<file path="src/rtl/imem_boot_loader.sv">
// imem_boot_loader: receives a 2-byte little-endian word count followed by
// 4*N payload bytes, writes the assembled little-endian words into
// instruction memory from address 0, then releases the core from reset.
module imem_boot_loader #(
  parameter int DEPTH = 1024,
  parameter int AW    = 10
) (
  input  logic          clk,
  input  logic          rst,
  input  logic          in_valid,
  input  logic [7:0]    in_data,
  output logic          in_ready,
  input  logic          load_req,
  output logic          mem_we,
  output logic [AW-1:0] mem_addr,
  output logic [31:0]   mem_wdata,
  output logic          core_rst,
  output logic          done,
  output logic          err
);

  typedef enum logic [2:0] {
    HDR0,
    HDR1,
    PAYLOAD,
    FLUSH,
    DONE,
    ERR
  } state_t;

  state_t          state_q, state_d;
  logic [15:0]     n_q, n_d;
  logic [AW-1:0]   word_idx_q, word_idx_d;
  logic [1:0]      byte_idx_q, byte_idx_d;
  logic [23:0]     shift_q, shift_d;
  logic            mem_we_q, mem_we_d;
  logic [AW-1:0]   mem_addr_q, mem_addr_d;
  logic [31:0]     mem_wdata_q, mem_wdata_d;
  logic            core_rst_q, core_rst_d;
  logic            done_q, done_d;
  logic            err_q, err_d;
  // Holds in_ready low until the first edge after reset releases, even though
  // the reset state is already HDR0.
  logic            armed_q;

  logic            accept;
  logic [15:0]     n_full;
  logic            n_bad;
  logic            last_word;

  assign in_ready  = armed_q && (state_q inside {HDR0, HDR1, PAYLOAD});
  assign accept    = in_valid && in_ready;
  assign n_full    = {in_data, n_q[7:0]};
  assign n_bad     = (n_full == 16'd0) || (32'(n_full) > 32'(DEPTH));
  assign last_word = (32'(word_idx_q) + 32'd1) == 32'(n_q);

  assign mem_we    = mem_we_q;
  assign mem_addr  = mem_addr_q;
  assign mem_wdata = mem_wdata_q;
  assign core_rst  = core_rst_q;
  assign done      = done_q;
  assign err       = err_q;

  // State and datapath registers with asynchronous active-low reset.
  always_ff @(posedge clk or negedge rst) begin
    if (!rst) begin
      state_q     <= HDR0;
      n_q         <= '0;
      word_idx_q  <= '0;
      byte_idx_q  <= '0;
      shift_q     <= '0;
      mem_we_q    <= 1'b0;
      mem_addr_q  <= '0;
      mem_wdata_q <= '0;
      core_rst_q  <= 1'b0;
      done_q      <= 1'b0;
      err_q       <= 1'b0;
      armed_q     <= 1'b0;
    end else begin
      state_q     <= state_d;
      n_q         <= n_d;
      word_idx_q  <= word_idx_d;
      byte_idx_q  <= byte_idx_d;
      shift_q     <= shift_d;
      mem_we_q    <= mem_we_d;
      mem_addr_q  <= mem_addr_d;
      mem_wdata_q <= mem_wdata_d;
      core_rst_q  <= core_rst_d;
      done_q      <= done_d;
      err_q       <= err_d;
      armed_q     <= 1'b1;
    end
  end

  // Next-state, byte packing and write-port control; load_req overrides accept.
  always_comb begin
    state_d     = state_q;
    n_d         = n_q;
    word_idx_d  = word_idx_q;
    byte_idx_d  = byte_idx_q;
    shift_d     = shift_q;
    mem_we_d    = 1'b0;
    mem_addr_d  = mem_addr_q;
    mem_wdata_d = mem_wdata_q;
    core_rst_d  = core_rst_q;
    done_d      = done_q;
    err_d       = err_q;

    if (load_req) begin
      state_d    = HDR0;
      word_idx_d = '0;
      byte_idx_d = '0;
      shift_d    = '0;
      core_rst_d = 1'b0;
      done_d     = 1'b0;
      err_d      = 1'b0;
    end else begin
      unique case (state_q)
        HDR0: begin
          if (accept) begin
            n_d     = {8'h00, in_data};
            state_d = HDR1;
          end
        end
        HDR1: begin
          if (accept) begin
            n_d = n_full;
            if (n_bad) begin
              state_d = ERR;
              err_d   = 1'b1;
            end else begin
              state_d    = PAYLOAD;
              word_idx_d = '0;
              byte_idx_d = '0;
            end
          end
        end
        PAYLOAD: begin
          if (accept) begin
            if (byte_idx_q == 2'd3) begin
              mem_we_d    = 1'b1;
              mem_addr_d  = word_idx_q;
              mem_wdata_d = {in_data, shift_q};
              byte_idx_d  = '0;
              // Index stays put on the final word so N=DEPTH never wraps it.
              if (last_word) state_d = FLUSH;
              else           word_idx_d = word_idx_q + 1'b1;
            end else begin
              unique case (byte_idx_q)
                2'd0:    shift_d[7:0]   = in_data;
                2'd1:    shift_d[15:8]  = in_data;
                default: shift_d[23:16] = in_data;
              endcase
              byte_idx_d = byte_idx_q + 2'd1;
            end
          end
        end
        FLUSH: begin
          state_d    = DONE;
          core_rst_d = 1'b1;
          done_d     = 1'b1;
        end
        DONE: ;
        ERR:  ;
        default: state_d = HDR0;
      endcase
    end
  end

endmodule

</file>
<file path="config.mk">
export PLATFORM = sky130hd
export DESIGN_NAME = imem_boot_loader
export DESIGN_NICKNAME = d
export VERILOG_FILES = /design/src/rtl/imem_boot_loader.sv
export SDC_FILE = /design/constraint.sdc
export NUM_CORES = 1
export LEC_CHECK = 0
export CORE_MARGIN = 2
export CORE_UTILIZATION = 50
export CTS_CLUSTER_DIAMETER = 40
export DETAILED_ROUTE_END_ITERATION = 12
export PLACE_DENSITY_LB_ADDON = 0.05
export RECOVER_POWER = 25
export SLEW_MARGIN = 20
export SYNTH_ARGS = -nofsm -noshare
export SYNTH_HDL_FRONTEND = slang
export SYNTH_SLANG_ARGS = --single-unit
</file>
<file path="constraint.sdc">
create_clock -name clk -period 2.6 [get_ports clk]
set_input_delay 0.52 -clock clk [delete_from_list [all_inputs] [get_ports clk]]
set_output_delay 0.52 -clock clk [all_outputs]
set_load 0.03 [all_outputs]
</file>
Yosys cells after proc, flatten, opt, wreduce, memory -nomap -nowiden
Index checks and enable logic that the tools add are counted.

word-level totals
  word-level logic and storage cells = 109
  bits of input ports = 12
  register bits after elaboration = 101
  output and inout port bits = 47

operators by class
  equal/unequal tests = 20
  add/sub/neg operators = 3
  reductions and logical operators = 28
  bitwise gates (word level) = 2
  magnitude comparators = 1
  muxes and demuxes = 41

operators by type and width
  cell                   count
  $mux 24                4
  $mux 10                6
  $mux 16                2
  $pmux 16 s2            1
  $reduce_and 4->1       7
  $mux 8                 3
  $mux 3                 7
  $pmux 10 s2            1
  $ne 3x3->1 const B     6
  $eq 11x16->1           1
  $gt 16x11->1 const B   1
  $logic_not 16->1       1
  $reduce_bool 2->1      8
  $pmux 3 s5             1
  $reduce_and 6->1       2
  $add 10x1->11 const B  1
  $add 10x1->10 const B  1
  $mux 1                 10
  $mux 2                 5
  $eq 3x2->1 const B     2
  $eq 3x3->1 const B     2
  $ne 2x2->1 const B     3
  $reduce_bool 3->1      2
  $ne 2x1->1 const B     2
  other kinds (13)       16

Depth between registers and ports, before layout
  depth after elaboration = 7
  mapped depth = 11
  depth with buffers taken out = 8

Worst setup path after synthesis
Ideal clock, no wire load.

  kind = flip-flop to flip-flop
  start = reg word_idx_q[0]
  end = reg word_idx_q[6]
  clock period less this slack = 2.545 ns
  setup time = 0.124 ns
  setup slack = 0.055 ns
  stages on the path, launching flop included = 12
  path buffers = 3
  data arrival time = 2.422 ns
  required time = 2.476 ns
  cells stage by stage = dfrtp_1 ha_1 buf_2 and4_1 buf_2 or3b_1 o21ai_0 o211ai_1 or4_4 buf_6 a32oi_1 nand2_1

between the ends
  word-level cells in the longest chain between the ends = 6
  elaborated cells between the ends (all ways) = 10
  those cells by class = add/sub: 2; eq/ne: 2; mux: 5; reduce/logical: 1

ends and longest elaborated chain
  element                                                RTL line  source
  start, declared                                        33        logic [AW-1:0] word_idx_q, word_idx_d;
  start signal, assigned                                 82        word_idx_q <= word_idx_d;
  branches (longest 6 deep; another with $add 10x1->11)  -

Parallel ways; which one is timed is not known. The select of a mux whose other input is x is not followed.
A chain may end at the register's enable or synchronous reset.

Worst setup path after layout
  start = reg word_idx_q[0]
  end = reg word_idx_q[4]

The elaborated chain is that of the path after synthesis.

==> impl_metrics.json <==
{
  "status": "complete, but fails checks",
  "violations": "capacitance limit, slew limit",
  "synth-simple-area-share_pct": 25.4,
  "layout_commonest_cell": "nand2_1",
  "crit_chain": "ha_1 -> buf_4 -> xor2_1 -> o2111ai_1 -> o21a_1 -> nand3_1 -> or4_4 -> a32oi_1 -> nand2_1",
  "n_fill_cell": 833,
  "worst_pin_slew_ns": 1.65,
  "final_hold_viol_count": 0,
  "slew_headroom_pct": -10.2,
  "grt.total_usage_pct": 24.2,
  "synth_top_area_share_pct": 54.4,
  "synthAdderAreaFrac_pct": 1.08,
  "synthFlopType": "dfrtp_1",
  "cts_buffers": 9,
  "coreArea_mm2": 0.00911,
  "worst_setup_path_end_kind": "register",
  "vias": 3888,
  "syn_area_mm2": 0.00465,
  "clock.fmax_mhz": 411,
  "dp.cells": 693,
  "detailed_place_hpwl_um": 8340,
  "cts_tree": "done",
  "wl_met2_um": 5140,
  "antenna_found_initial": 0,
  "start_kind": "register",
  "finalNonFillerCells": 712,
  "clock-root-buffer": "clkbuf_8",
  "setup_viol": 0,
  "criticalPathCategory": "reg2reg",
  "arrival_ns": 2.68,
  "synthCells": 519,
  "cap_viol_max_count": 1,
  "syn_avg_cell_area_um2": 8.96,
  "drt_iter0_markers": 168,
  "period_share_pct": 93.5,
  "wl_per_cell_um": 15.8,
  "synth_xor_xnor_area_share_pct": 2.07,
  "synth_top_family_by_area": "simple AND/OR/NAND/NOR gates",
  "synth_edf_count": 0,
  "cts_sinks": 101,
  "final_cell_mix": "nand2_1, dfrtp_1, clkdlybuf4s50_1",
  "yosys.area.top_type": "dfrtp_1",
  "fp.dieW_um": 100,
  "synth_cell_types": 57,
  "wl_met1_um": 5390,
  "htreeDepth": 3,
  "drt-total-wl_um": 11300,
  "worstHoldPathType": "reg2reg",
  "cp_slowest_cell": "or4_4",
  "antenna_cells": 0,
  "top_layer": "met4",
  "path_max_fanout": 10,
  "drive_above_1_share_pct": 12.1,
  "yosysSeqAreaShare_pct": 54.4,
  "firstDrtPassIters": 4,
  "cts_buffer_depth": 2,
  "synthMuxAreaShare_pct": 2.37,
  "drtAntennaViolNets": 0,
  "port_buffers": 58,
  "rsz0062_at_grt": "no",
  "vdd_drop_max_v": 0.000447,
  "final_nets": 612,
  "io_pins": 59,
  "wl_met3_um": 510,
  "dieHeight_um": 100,
  "async_reset_ff_share_pct": 100,
  "start_util_pct": 51.0,
  "synth_seq_cells": 101,
  "gp_congestion": 0.896,
  "seqCellArea_mm2": 0.00253,
  "finClkSkew_ns": 0.0165,
  "yosysWarnings": 0,
  "route.detailed.drc": 0,
  "synth.area.top_cells": "dfrtp_1, nand2_1, o21ai_0, nand3_1, mux2_2",
  "final.min_clock_period_ns": 2.43,
  "max_stage_delay_ns": 0.57,
  "crit_required_ns": 2.85,
  "p_leak_nw": 2.78,
  "synth_compound_area_share_pct": 11.3,
  "grt_first_pass_wirelength_um": 18900,
  "viasPerCell": 5.46,
  "synth_nets": 535,
  "grt.overflow.total": 0,
  "p_per_area_mw_per_mm2": 594,
  "die-area_mm2": 0.0101,
  "multi_input_area_mm2": 0.00196,
  "setup_tns_ns": 0,
  "first_global_vias": 3802,
  "insertion_delay_ns": 0.37,
  "num_rows": 35,
  "area_delta_synth_final_pct": 23.2,
  "grt_max_degree": 46,
  "clk_pin_slew_ns": 0.11,
  "drv_slew": 30
}
## flip-flops by register name (all words and copies together), names as in the netlist
signal / count
state_q: 3
done: 1
n_q: 16
byte_idx_q: 2
shift_q: 24
mem_wdata: 32
word_idx_q: 10
armed_q: 1
err: 1
mem_addr: 10
mem_we: 1
## routing by layer
layer	up-vias	global-route usage, %
li1	1892	-
met2	115	36.8
met3	19	3.06
met4	0	9.38
met5	-	0
met1	1862	35.6
## through the flow
| stage | instance area, um2 | utilization, % | power (mW) | hold WS [ns] | setup WS, ns |
|---|---|---|---|---|---|
| after global placement | 5520 | 60.6 | 2.47 | 0.456 | 0.0992 |
| after floorplan | 4650 | - | 2.26 | 0.224 | 0.0545 |
| final | 5730 | 62.9 | 3.40 | 0.479 | 0.168 |
| after global routing | 5730 | 62.9 | 3.58 | 0.507 | 0.00748 |
| after CTS | 5700 | 62.6 | 3.43 | 0.0593 | 0.0388 |
| after detailed placement | 5520 | 60.6 | 2.49 | 0.460 | 0.0626 |
## cell type report
cell class                 count  area share (%)
tap                          111            2.43
clock inverter                 7            1.01
timing repair buffer          95            15.3
clock buffer                   9            2.16
inverter                       9           0.590
multi-input combinational    380            34.3
sequential                   101            44.2
## cells in the mapped netlist, drive strengths merged (6+ instances only)
| library cell | count |
|---|---|
| inv | 9 |
| nand2 | 191 |
| clkbuf | 23 |
| and3 | 6 |
| nand3 | 20 |
| dfrtp | 101 |
| xnor2 | 6 |
| nor2 | 18 |
| a21oi | 13 |
| mux2 | 8 |
| buf | 6 |
| o211ai | 6 |
| nor3 | 11 |
| o21ai | 35 |
## worst paths after layout
kind	start	endpoint	slack, ns	depth (start not counted)
max	word_idx_q[0]	word_idx_q[4]	0.17	9
min	shift_q[2]	mem_wdata[2]	0.48	2
max reg2reg	word_idx_q[0]	word_idx_q[4]	0.17	9
min reg2reg	shift_q[2]	mem_wdata[2]	0.48	2
max in group asynchronous	rst	err	0.98	2
min in group asynchronous	rst	mem_wdata[5]	0.55	1
## logic make-up after synthesis
group / Yosys count
AO/OA/AOI/OAI: 82
flip-flops: 101
adder cells (fa/ha/maj): 4
buffers and inverters: 38
other: 1
XOR/XNOR: 11
AND/OR/NAND/NOR: 272
multiplexers: 10
## repair_timing
action	4_1_cts	5_1_grt
gates resized for setup	0	5
endpoints found under the setup margin	0	9
setup buffers	0	3
hold buffers	0	0
## power by group
part           internal [mW]  switching [mW]
clock                  0.362           0.579
combinational          0.279           0.303
sequential              1.71           0.169
## critical path, delay by kind of cell (launching register included)
| kind | cells | cell delay (ns) |
|---|---|---|
| buf+inv | 1 | 0.17 |
| flops | 1 | 0.46 |
| compound gates | 3 | 0.59 |
| simple gates | 3 | 0.74 |
| xor+xnor | 1 | 0.14 |
| fa+ha+maj | 1 | 0.22 |
(Power assumes the default switching activity.)
